**src/rtl/fp_cmp_pkg.sv**
```systemverilog
// fp_cmp_pkg: op/state encodings, recoded constants and flag positions shared by the compare arbiter
package fp_cmp_pkg;
  localparam logic [2:0] FP_CMP_FEQ  = 3'd0;
  localparam logic [2:0] FP_CMP_FLT  = 3'd1;
  localparam logic [2:0] FP_CMP_FLE  = 3'd2;
  localparam logic [2:0] FP_CMP_FMIN = 3'd3;
  localparam logic [2:0] FP_CMP_FMAX = 3'd4;
  typedef enum logic [1:0] {ST_IDLE, ST_EXEC, ST_RESP} state_e;
  localparam logic [32:0] CANON_NAN_REC = 33'h0_E040_0000;
  localparam int FLAG_NV = 4;
  localparam int FLAG_DZ = 3;
  localparam int FLAG_OF = 2;
  localparam int FLAG_UF = 1;
  localparam int FLAG_NX = 0;
  function automatic logic is_nan(input logic [32:0] x);
    return &x[31:29];
  endfunction
endpackage

```
**src/rtl/fp_compare_arbiter_if.sv**
```systemverilog
// fp_compare_arbiter_if: two request channels, one response channel and fflags control
interface fp_compare_arbiter_if #(parameter int TAG_W = 4);
  logic             req0_valid, req0_ready, req1_valid, req1_ready;
  logic [2:0]       req0_op, req1_op;
  logic [32:0]      req0_a, req0_b, req1_a, req1_b;
  logic [TAG_W-1:0] req0_tag, req1_tag;
  logic             resp_valid, resp_ready, resp_src;
  logic [TAG_W-1:0] resp_tag;
  logic [32:0]      resp_data;
  logic [4:0]       resp_flags, fflags_acc;
  logic             fflags_clr, flush;
  modport slave (
    input  req0_valid, req0_op, req0_a, req0_b, req0_tag,
    input  req1_valid, req1_op, req1_a, req1_b, req1_tag,
    input  resp_ready, fflags_clr, flush,
    output req0_ready, req1_ready, resp_valid, resp_src, resp_tag, resp_data, resp_flags, fflags_acc
  );
  modport master (
    output req0_valid, req0_op, req0_a, req0_b, req0_tag,
    output req1_valid, req1_op, req1_a, req1_b, req1_tag,
    output resp_ready, fflags_clr, flush,
    input  req0_ready, req1_ready, resp_valid, resp_src, resp_tag, resp_data, resp_flags, fflags_acc
  );
endinterface

```
**src/rtl/fp_compare_core.sv**
```systemverilog
// fp_compare_core: combinational recFN(8/24) compare producing lt, eq and the invalid flag
module fp_compare_core
  import fp_cmp_pkg::*;
(
  input  logic [32:0] a,
  input  logic [32:0] b,
  input  logic        signaling,
  output logic        lt,
  output logic        eq,
  output logic [4:0]  flags
);
  logic a_nan, b_nan, a_snan, b_snan, both_inf, both_zero, ordered, eq_exp, lt_mag, eq_mag;
  assign a_nan     = is_nan(a);
  assign b_nan     = is_nan(b);
  assign a_snan    = a_nan & ~a[22];
  assign b_snan    = b_nan & ~b[22];
  assign both_inf  = (a[31:29] == 3'b110) & (b[31:29] == 3'b110);
  assign both_zero = (a[31:29] == 3'b000) & (b[31:29] == 3'b000);
  assign ordered   = ~a_nan & ~b_nan;
  assign eq_exp    = a[31:23] == b[31:23];
  assign lt_mag    = (a[31:23] < b[31:23]) | (eq_exp & (a[22:0] < b[22:0]));
  assign eq_mag    = eq_exp & (a[22:0] == b[22:0]);
  // infinities and zeros ignore magnitude bits; sign alone orders them
  assign lt = ordered & ~both_zero & ((a[32] & ~b[32]) |
              (~both_inf & ((a[32] & ~lt_mag & ~eq_mag) | (~b[32] & lt_mag))));
  assign eq = ordered & (both_zero | ((a[32] == b[32]) & (both_inf | eq_mag)));
  always_comb begin
    flags = '0;
    flags[FLAG_NV] = a_snan | b_snan | (signaling & ~ordered);
  end
endmodule

```
**src/rtl/fp_compare_arbiter.sv**
```systemverilog
// fp_compare_arbiter: round-robin shares one recoded FP compare between two requesters,
// three-state issue/exec/respond pipeline with sticky fflags accumulation
module fp_compare_arbiter
  import fp_cmp_pkg::*;
#(parameter int TAG_W = 4)
(
  input logic clock,
  input logic reset_n,
  fp_compare_arbiter_if.slave bus
);
  state_e state;
  logic last_grant, grant0, grant1, slot_free, accept, src_q, lt, eq, signaling;
  logic a_nan, b_nan, a_zero, b_zero;
  logic [2:0] op_q;
  logic [32:0] a_q, b_q, minmax, data;
  logic [TAG_W-1:0] tag_q;
  logic [4:0] core_flags, flags;
  assign grant0 = bus.req0_valid & (~bus.req1_valid | last_grant);
  assign grant1 = bus.req1_valid & (~bus.req0_valid | ~last_grant);
  assign slot_free = reset_n & ~bus.flush & ((state == ST_IDLE) | ((state == ST_RESP) & bus.resp_ready));
  assign bus.req0_ready = grant0 & slot_free;
  assign bus.req1_ready = grant1 & slot_free;
  assign accept = (grant0 | grant1) & slot_free;
  assign signaling = (op_q == FP_CMP_FLT) | (op_q == FP_CMP_FLE);
  fp_compare_core core (.a(a_q), .b(b_q), .signaling(signaling), .lt(lt), .eq(eq), .flags(core_flags));
  assign a_nan  = is_nan(a_q);
  assign b_nan  = is_nan(b_q);
  assign a_zero = a_q[31:29] == 3'b000;
  assign b_zero = b_q[31:29] == 3'b000;
  // opposite-signed zeros compare equal, so the sign picks the min/max result
  assign minmax = (a_nan & b_nan) ? CANON_NAN_REC : a_nan ? b_q : b_nan ? a_q
                : (a_zero & b_zero & (a_q[32] ^ b_q[32])) ? (((op_q == FP_CMP_FMIN) == a_q[32]) ? a_q : b_q)
                : (((op_q == FP_CMP_FMIN) == lt) ? a_q : b_q);
  assign data = (op_q == FP_CMP_FEQ) ? {32'b0, eq}
              : (op_q == FP_CMP_FLT) ? {32'b0, lt}
              : (op_q == FP_CMP_FLE) ? {32'b0, lt | eq}
              : (op_q <= FP_CMP_FMAX) ? minmax : '0;
  assign flags = (op_q > FP_CMP_FMAX) ? '0 : core_flags;
  always_ff @(posedge clock) begin
    if (!reset_n) begin
      state          <= ST_IDLE;
      last_grant     <= 1'b1;
      bus.resp_valid <= 1'b0;
      bus.resp_src   <= 1'b0;
      bus.resp_tag   <= '0;
      bus.resp_data  <= '0;
      bus.resp_flags <= '0;
      bus.fflags_acc <= '0;
    end else begin
      state <= bus.flush ? ST_IDLE
             : (state == ST_EXEC) ? ST_RESP
             : ((state == ST_RESP) & ~bus.resp_ready) ? ST_RESP
             : accept ? ST_EXEC : ST_IDLE;
      bus.resp_valid <= ~bus.flush & ((state == ST_EXEC) | ((state == ST_RESP) & ~bus.resp_ready));
      bus.fflags_acc <= (bus.fflags_clr ? 5'b0 : bus.fflags_acc) |
                        ((bus.resp_valid & bus.resp_ready) ? bus.resp_flags : 5'b0);
      if (accept) begin
        last_grant <= grant1;
        src_q      <= grant1;
        op_q       <= grant1 ? bus.req1_op  : bus.req0_op;
        a_q        <= grant1 ? bus.req1_a   : bus.req0_a;
        b_q        <= grant1 ? bus.req1_b   : bus.req0_b;
        tag_q      <= grant1 ? bus.req1_tag : bus.req0_tag;
      end
      if ((state == ST_EXEC) & ~bus.flush) begin
        bus.resp_src   <= src_q;
        bus.resp_tag   <= tag_q;
        bus.resp_data  <= data;
        bus.resp_flags <= flags;
      end
    end
  end
endmodule
```
**src/flat_wrapper.sv**
```systemverilog
// flat-port wrapper written by rule: the top's interface ports become plain ports
module fp_compare_arbiter_flat import fp_cmp_pkg::*;
#(parameter int TAG_W = 4)
  (clock, reset_n, bus_req0_valid, bus_req0_op, bus_req0_a, bus_req0_b, bus_req0_tag, bus_req1_valid, bus_req1_op, bus_req1_a, bus_req1_b, bus_req1_tag, bus_resp_ready, bus_fflags_clr, bus_flush, bus_req0_ready, bus_req1_ready, bus_resp_valid, bus_resp_src, bus_resp_tag, bus_resp_data, bus_resp_flags, bus_fflags_acc);
  fp_compare_arbiter_if #(.TAG_W(TAG_W)) bus_i ();
  input logic clock;
  input logic reset_n;
  input wire logic [$bits(bus_i.req0_valid)-1:0] bus_req0_valid;
  input wire logic [$bits(bus_i.req0_op)-1:0] bus_req0_op;
  input wire logic [$bits(bus_i.req0_a)-1:0] bus_req0_a;
  input wire logic [$bits(bus_i.req0_b)-1:0] bus_req0_b;
  input wire logic [$bits(bus_i.req0_tag)-1:0] bus_req0_tag;
  input wire logic [$bits(bus_i.req1_valid)-1:0] bus_req1_valid;
  input wire logic [$bits(bus_i.req1_op)-1:0] bus_req1_op;
  input wire logic [$bits(bus_i.req1_a)-1:0] bus_req1_a;
  input wire logic [$bits(bus_i.req1_b)-1:0] bus_req1_b;
  input wire logic [$bits(bus_i.req1_tag)-1:0] bus_req1_tag;
  input wire logic [$bits(bus_i.resp_ready)-1:0] bus_resp_ready;
  input wire logic [$bits(bus_i.fflags_clr)-1:0] bus_fflags_clr;
  input wire logic [$bits(bus_i.flush)-1:0] bus_flush;
  output wire logic [$bits(bus_i.req0_ready)-1:0] bus_req0_ready;
  output wire logic [$bits(bus_i.req1_ready)-1:0] bus_req1_ready;
  output wire logic [$bits(bus_i.resp_valid)-1:0] bus_resp_valid;
  output wire logic [$bits(bus_i.resp_src)-1:0] bus_resp_src;
  output wire logic [$bits(bus_i.resp_tag)-1:0] bus_resp_tag;
  output wire logic [$bits(bus_i.resp_data)-1:0] bus_resp_data;
  output wire logic [$bits(bus_i.resp_flags)-1:0] bus_resp_flags;
  output wire logic [$bits(bus_i.fflags_acc)-1:0] bus_fflags_acc;
  assign bus_i.req0_valid = bus_req0_valid;
  assign bus_i.req0_op = bus_req0_op;
  assign bus_i.req0_a = bus_req0_a;
  assign bus_i.req0_b = bus_req0_b;
  assign bus_i.req0_tag = bus_req0_tag;
  assign bus_i.req1_valid = bus_req1_valid;
  assign bus_i.req1_op = bus_req1_op;
  assign bus_i.req1_a = bus_req1_a;
  assign bus_i.req1_b = bus_req1_b;
  assign bus_i.req1_tag = bus_req1_tag;
  assign bus_i.resp_ready = bus_resp_ready;
  assign bus_i.fflags_clr = bus_fflags_clr;
  assign bus_i.flush = bus_flush;
  assign bus_req0_ready = bus_i.req0_ready;
  assign bus_req1_ready = bus_i.req1_ready;
  assign bus_resp_valid = bus_i.resp_valid;
  assign bus_resp_src = bus_i.resp_src;
  assign bus_resp_tag = bus_i.resp_tag;
  assign bus_resp_data = bus_i.resp_data;
  assign bus_resp_flags = bus_i.resp_flags;
  assign bus_fflags_acc = bus_i.fflags_acc;
  fp_compare_arbiter #(.TAG_W(TAG_W)) u_core (.clock(clock), .reset_n(reset_n), .bus(bus_i));
endmodule
```
**config.mk**
```make
export PLATFORM = sky130hd
export DESIGN_NAME = fp_compare_arbiter_flat
export DESIGN_NICKNAME = d
export VERILOG_FILES = /design/src/rtl/fp_cmp_pkg.sv /design/src/rtl/fp_compare_arbiter_if.sv /design/src/rtl/fp_compare_core.sv /design/src/rtl/fp_compare_arbiter.sv /design/src/flat_wrapper.sv
export SDC_FILE = /design/constraint.sdc
export NUM_CORES = 1
export LEC_CHECK = 0
export BUFFER_PORTS_ARGS = -buffer_cell sky130_fd_sc_hd__buf_4
export CAP_MARGIN = 15
export CORE_ASPECT_RATIO = 0.7
export CORE_MARGIN = 5
export CORE_UTILIZATION = 45
export DETAILED_ROUTE_END_ITERATION = 12
export HOLD_SLACK_MARGIN = 0.15
export PLACE_DENSITY = 0.75
export SYNTH_ARGS = -nofsm -noshare
export SYNTH_HDL_FRONTEND = slang
export SYNTH_SLANG_ARGS = --single-unit
```
**constraint.sdc**
```tcl
create_clock -name clock -period 2.7 [get_ports clock]
set_clock_uncertainty 0.1 [all_clocks]
set_input_delay 0.54 -clock clock [delete_from_list [all_inputs] [get_ports clock]]
set_output_delay 0.54 -clock clock [all_outputs]
set_load 0.01 [all_outputs]
```
==> metrics.txt <==
post-DP HPWL around 12000 um; drc violations 0; die span in x about 150 um; Rel. slew slack 59.3%; async set-reset flop share out of synthesis 0%; Post-synth top flop edfxtp_1; Worst-path clk slew 0.06 ns; total track usage 21.7%; CTS buffer count 17; Fmax achieved roughly 320 MHz; Lkg Pwr 4.00 nW; CTS Sinks around 120; Root Buffer clkbuf_16; post-layout util 69.2%; nature of the critical path endpoint flop; post-synth top area share 36.0%; Synth area leaders edfxtp_1 (36%), dfxtp_1 (14%), mux2_2 (8.8%); GPL Wtd Cong 0.856; Hold Crit Class in2reg; CTS tree yes; required time worst endpoint around 2.9 ns; first-pass GRT wire length between 20000 and 30000 um; layout overhead on the synthesized area 49.3%; wire length per cell 17.7 um; post-synthesis sequential area ratio 50.3%; power share of the clock group 44.5%; final hold vios 0; drt pass-1 iters 4; VDD IR-drop max 0.000439 V; Die ar. about 0.016 mm^2; FP Rows 35; cell count after synthesis roughly 550; worst setup margin -0.466 ns; Cell Pwr Density between 500 and 600 mW/mm^2; worst slew pin tran slightly above 0.6 ns; die height roughly 110 um; CP arrival around 3.3 ns; TNS Setup -13.40 ns; Slowest cell on crit path edfxtp_1; Setup-failing EPs final 33; Setup CP Type reg2reg; drt total wl approximately 18000 um; internal power 4.02 mW; core box area around 0.013 mm^2; Yosys top cell by area edfxtp_1; number of global-route vias before repair ~5500; Final nets about 1000; failing checks setup timing; vias per inst around 5.2; GRT overflow 0; post-synthesis cell area slightly above 0.006 mm^2; fill count 986; CP Launch Type flop; most frequent cells in the layout buf_4 (251), edfxtp_1 (74), nand2_1 (55); fin crit period ~3.2 ns; final instance area a little over 0.009 mm^2; layout cells sized above 1 between 40 and 50%; Hold Buf Count CTS 0; Yosys reg bits 118; initial antenna violation count 0; overall power roughly 5.2 mW; status finished with violations; Clock Latency Late Sink 0.41 ns; crit-path max cell delay about 0.43 ns; Distinct cells, synth 60; Final Max Slew Viols 0; Max clock buf depth 2; most common cell after layout, fill and taps aside buf_4; CP Cell Sequence ha_4 -> and4_4 -> nand4_1 -> a2111oi_2 -> o2111a_2 -> a211o_1 -> buf_4 -> a31o_1 -> buf_6 -> o31ai_2 -> a2111oi_2 -> o22ai_1; switch share between 20% and 30%; DR vias between 5000 and 6000; largest net degree at the start of global routing 51; detailed router's first-iteration violation count approximately 270; placed inst area a little over 0.008 mm^2; Post-DRT Antenna Nets 0; Mapped Avg Cell Area between 10 and 15 um^2; # diodes 0; number of synthesized flops with an enable pin 74; max_cap viols 0; Gate power share between 10% and 20%; H-tree depth 4; I/O pin total 204; Ys Warns 0; sequential fraction of design power between 30% and 40%; CP most frequent cell a2111oi_2; RSZ-0062 raised after global routing true; input/output buffers between 150 and 200; dpl ws -0.474 ns; P_sw ~1.2 mW; final worst-path cycle share 117%; Starting Density approximately 46%; Max FO, Critical Path 3
[worst max-delay path, delay by kind of cell, from the launching register on]
family                   cells  cell delay, ns
flip-flops                   1            0.43
AO/OA/AOI/OAI                7            1.54
adder cells (fa/ha/maj)      1            0.30
buffers and inverters        2            0.25
AND/OR/NAND/NOR              2            0.41
[synthesized netlist by cell type, types with 8 or more instances]
| cell type | instances |
|---|---|
| a21oi_1 | 27 |
| inv_1 | 36 |
| nand3_1 | 8 |
| mux2_2 | 48 |
| dfxtp_1 | 44 |
| o21ai_1 | 31 |
| edfxtp_1 | 74 |
| nor2_1 | 16 |
| nand2_1 | 55 |
| mux2i_1 | 29 |
| clkbuf_1 | 18 |
| buf_4 | 9 |
| ha_1 | 33 |
| mux2_1 | 25 |
[what timing repair did]
item	CTS	global route
pin swaps	16	23
endpoints found under the setup margin	33	33
resized for setup	33	22
gates cloned	2	0
buffers inserted	9	6
[sequential cells by signal (all words and copies together), names as in the netlist]
name and count:
u_core.bus.resp_valid 1, u_core.last_grant 1, u_core.bus.resp_tag 4, u_core.b_q 33, u_core.src_q 1, u_core.bus.resp_flags 1, u_core.bus.resp_data 33, u_core.op_q 3
u_core.bus.fflags_acc 1, u_core.state 2, u_core.bus.resp_src 1, u_core.a_q 33, u_core.tag_q 4
[routing by layer]
layer	GRT usage (%)	wire length, um
met1	26.9	7250
met2	36.2	8510
met3	6.58	1560
met4	7.57	354
met5	0	0
[layout make-up]
cell class	instances	area [um^2]	area share [%]
sequential	118	3100	33.7
multi-input combinational	366	3070	33.3
timing repair buffer	262	2050	22.3
clock buffer	25	528	5.73
tap	185	231	2.51
inverter	38	143	1.55
clock inverter	7	87.6	0.951
[stage by stage]
stage                     hold WS [ns]  instances
after floorplan                  0.370        552
after global placement           0.339        956
after detailed placement         0.344        956
after CTS                        0.278        999
after global routing             0.293       1001
final                            0.290       1001
[power by group through the flow]
| stage | Combinational [mW] | Clock (mW) | Sequential [mW] |
|---|---|---|---|
| floorplan | 0.387 | 0 | 2.08 |
| global placement | 0.716 | 0 | 2.08 |
| detailed placement | 0.736 | 0 | 2.08 |
| CTS | 0.832 | 2.34 | 2.04 |
| global route | 0.927 | 2.42 | 2.05 |
| finish | 0.853 | 2.32 | 2.05 |
[worst paths after layout]
| check | from | endpoint | slack, ns | depth (start not counted) |
|---|---|---|---|---|
| setup reg to reg | u_core.a_q[31] | u_core.bus.resp_data[32] | -0.47 | 12 |
| hold / removal | bus_fflags_clr | u_core.bus.fflags_acc[4] | 0.29 | 3 |
| hold reg to reg | u_core.bus.resp_data[8] | u_core.bus.resp_data[8] | 0.35 | 2 |
| setup / recovery | u_core.a_q[31] | u_core.bus.resp_data[32] | -0.47 | 12 |
[cell families after synthesis]
family | count (synthesis) | synth area share [%]
AO/OA/AOI/OAI | 103 | 10.4
adder cells (fa/ha/maj) | 33 | 6.69
buffers and inverters | 68 | 4.99
flip-flops | 118 | 50.3
multiplexers | 102 | 18.0
other | 1 | 0.0608
AND/OR/NAND/NOR | 120 | 9.47
Note: power is estimated with default switching activity, not from simulation.
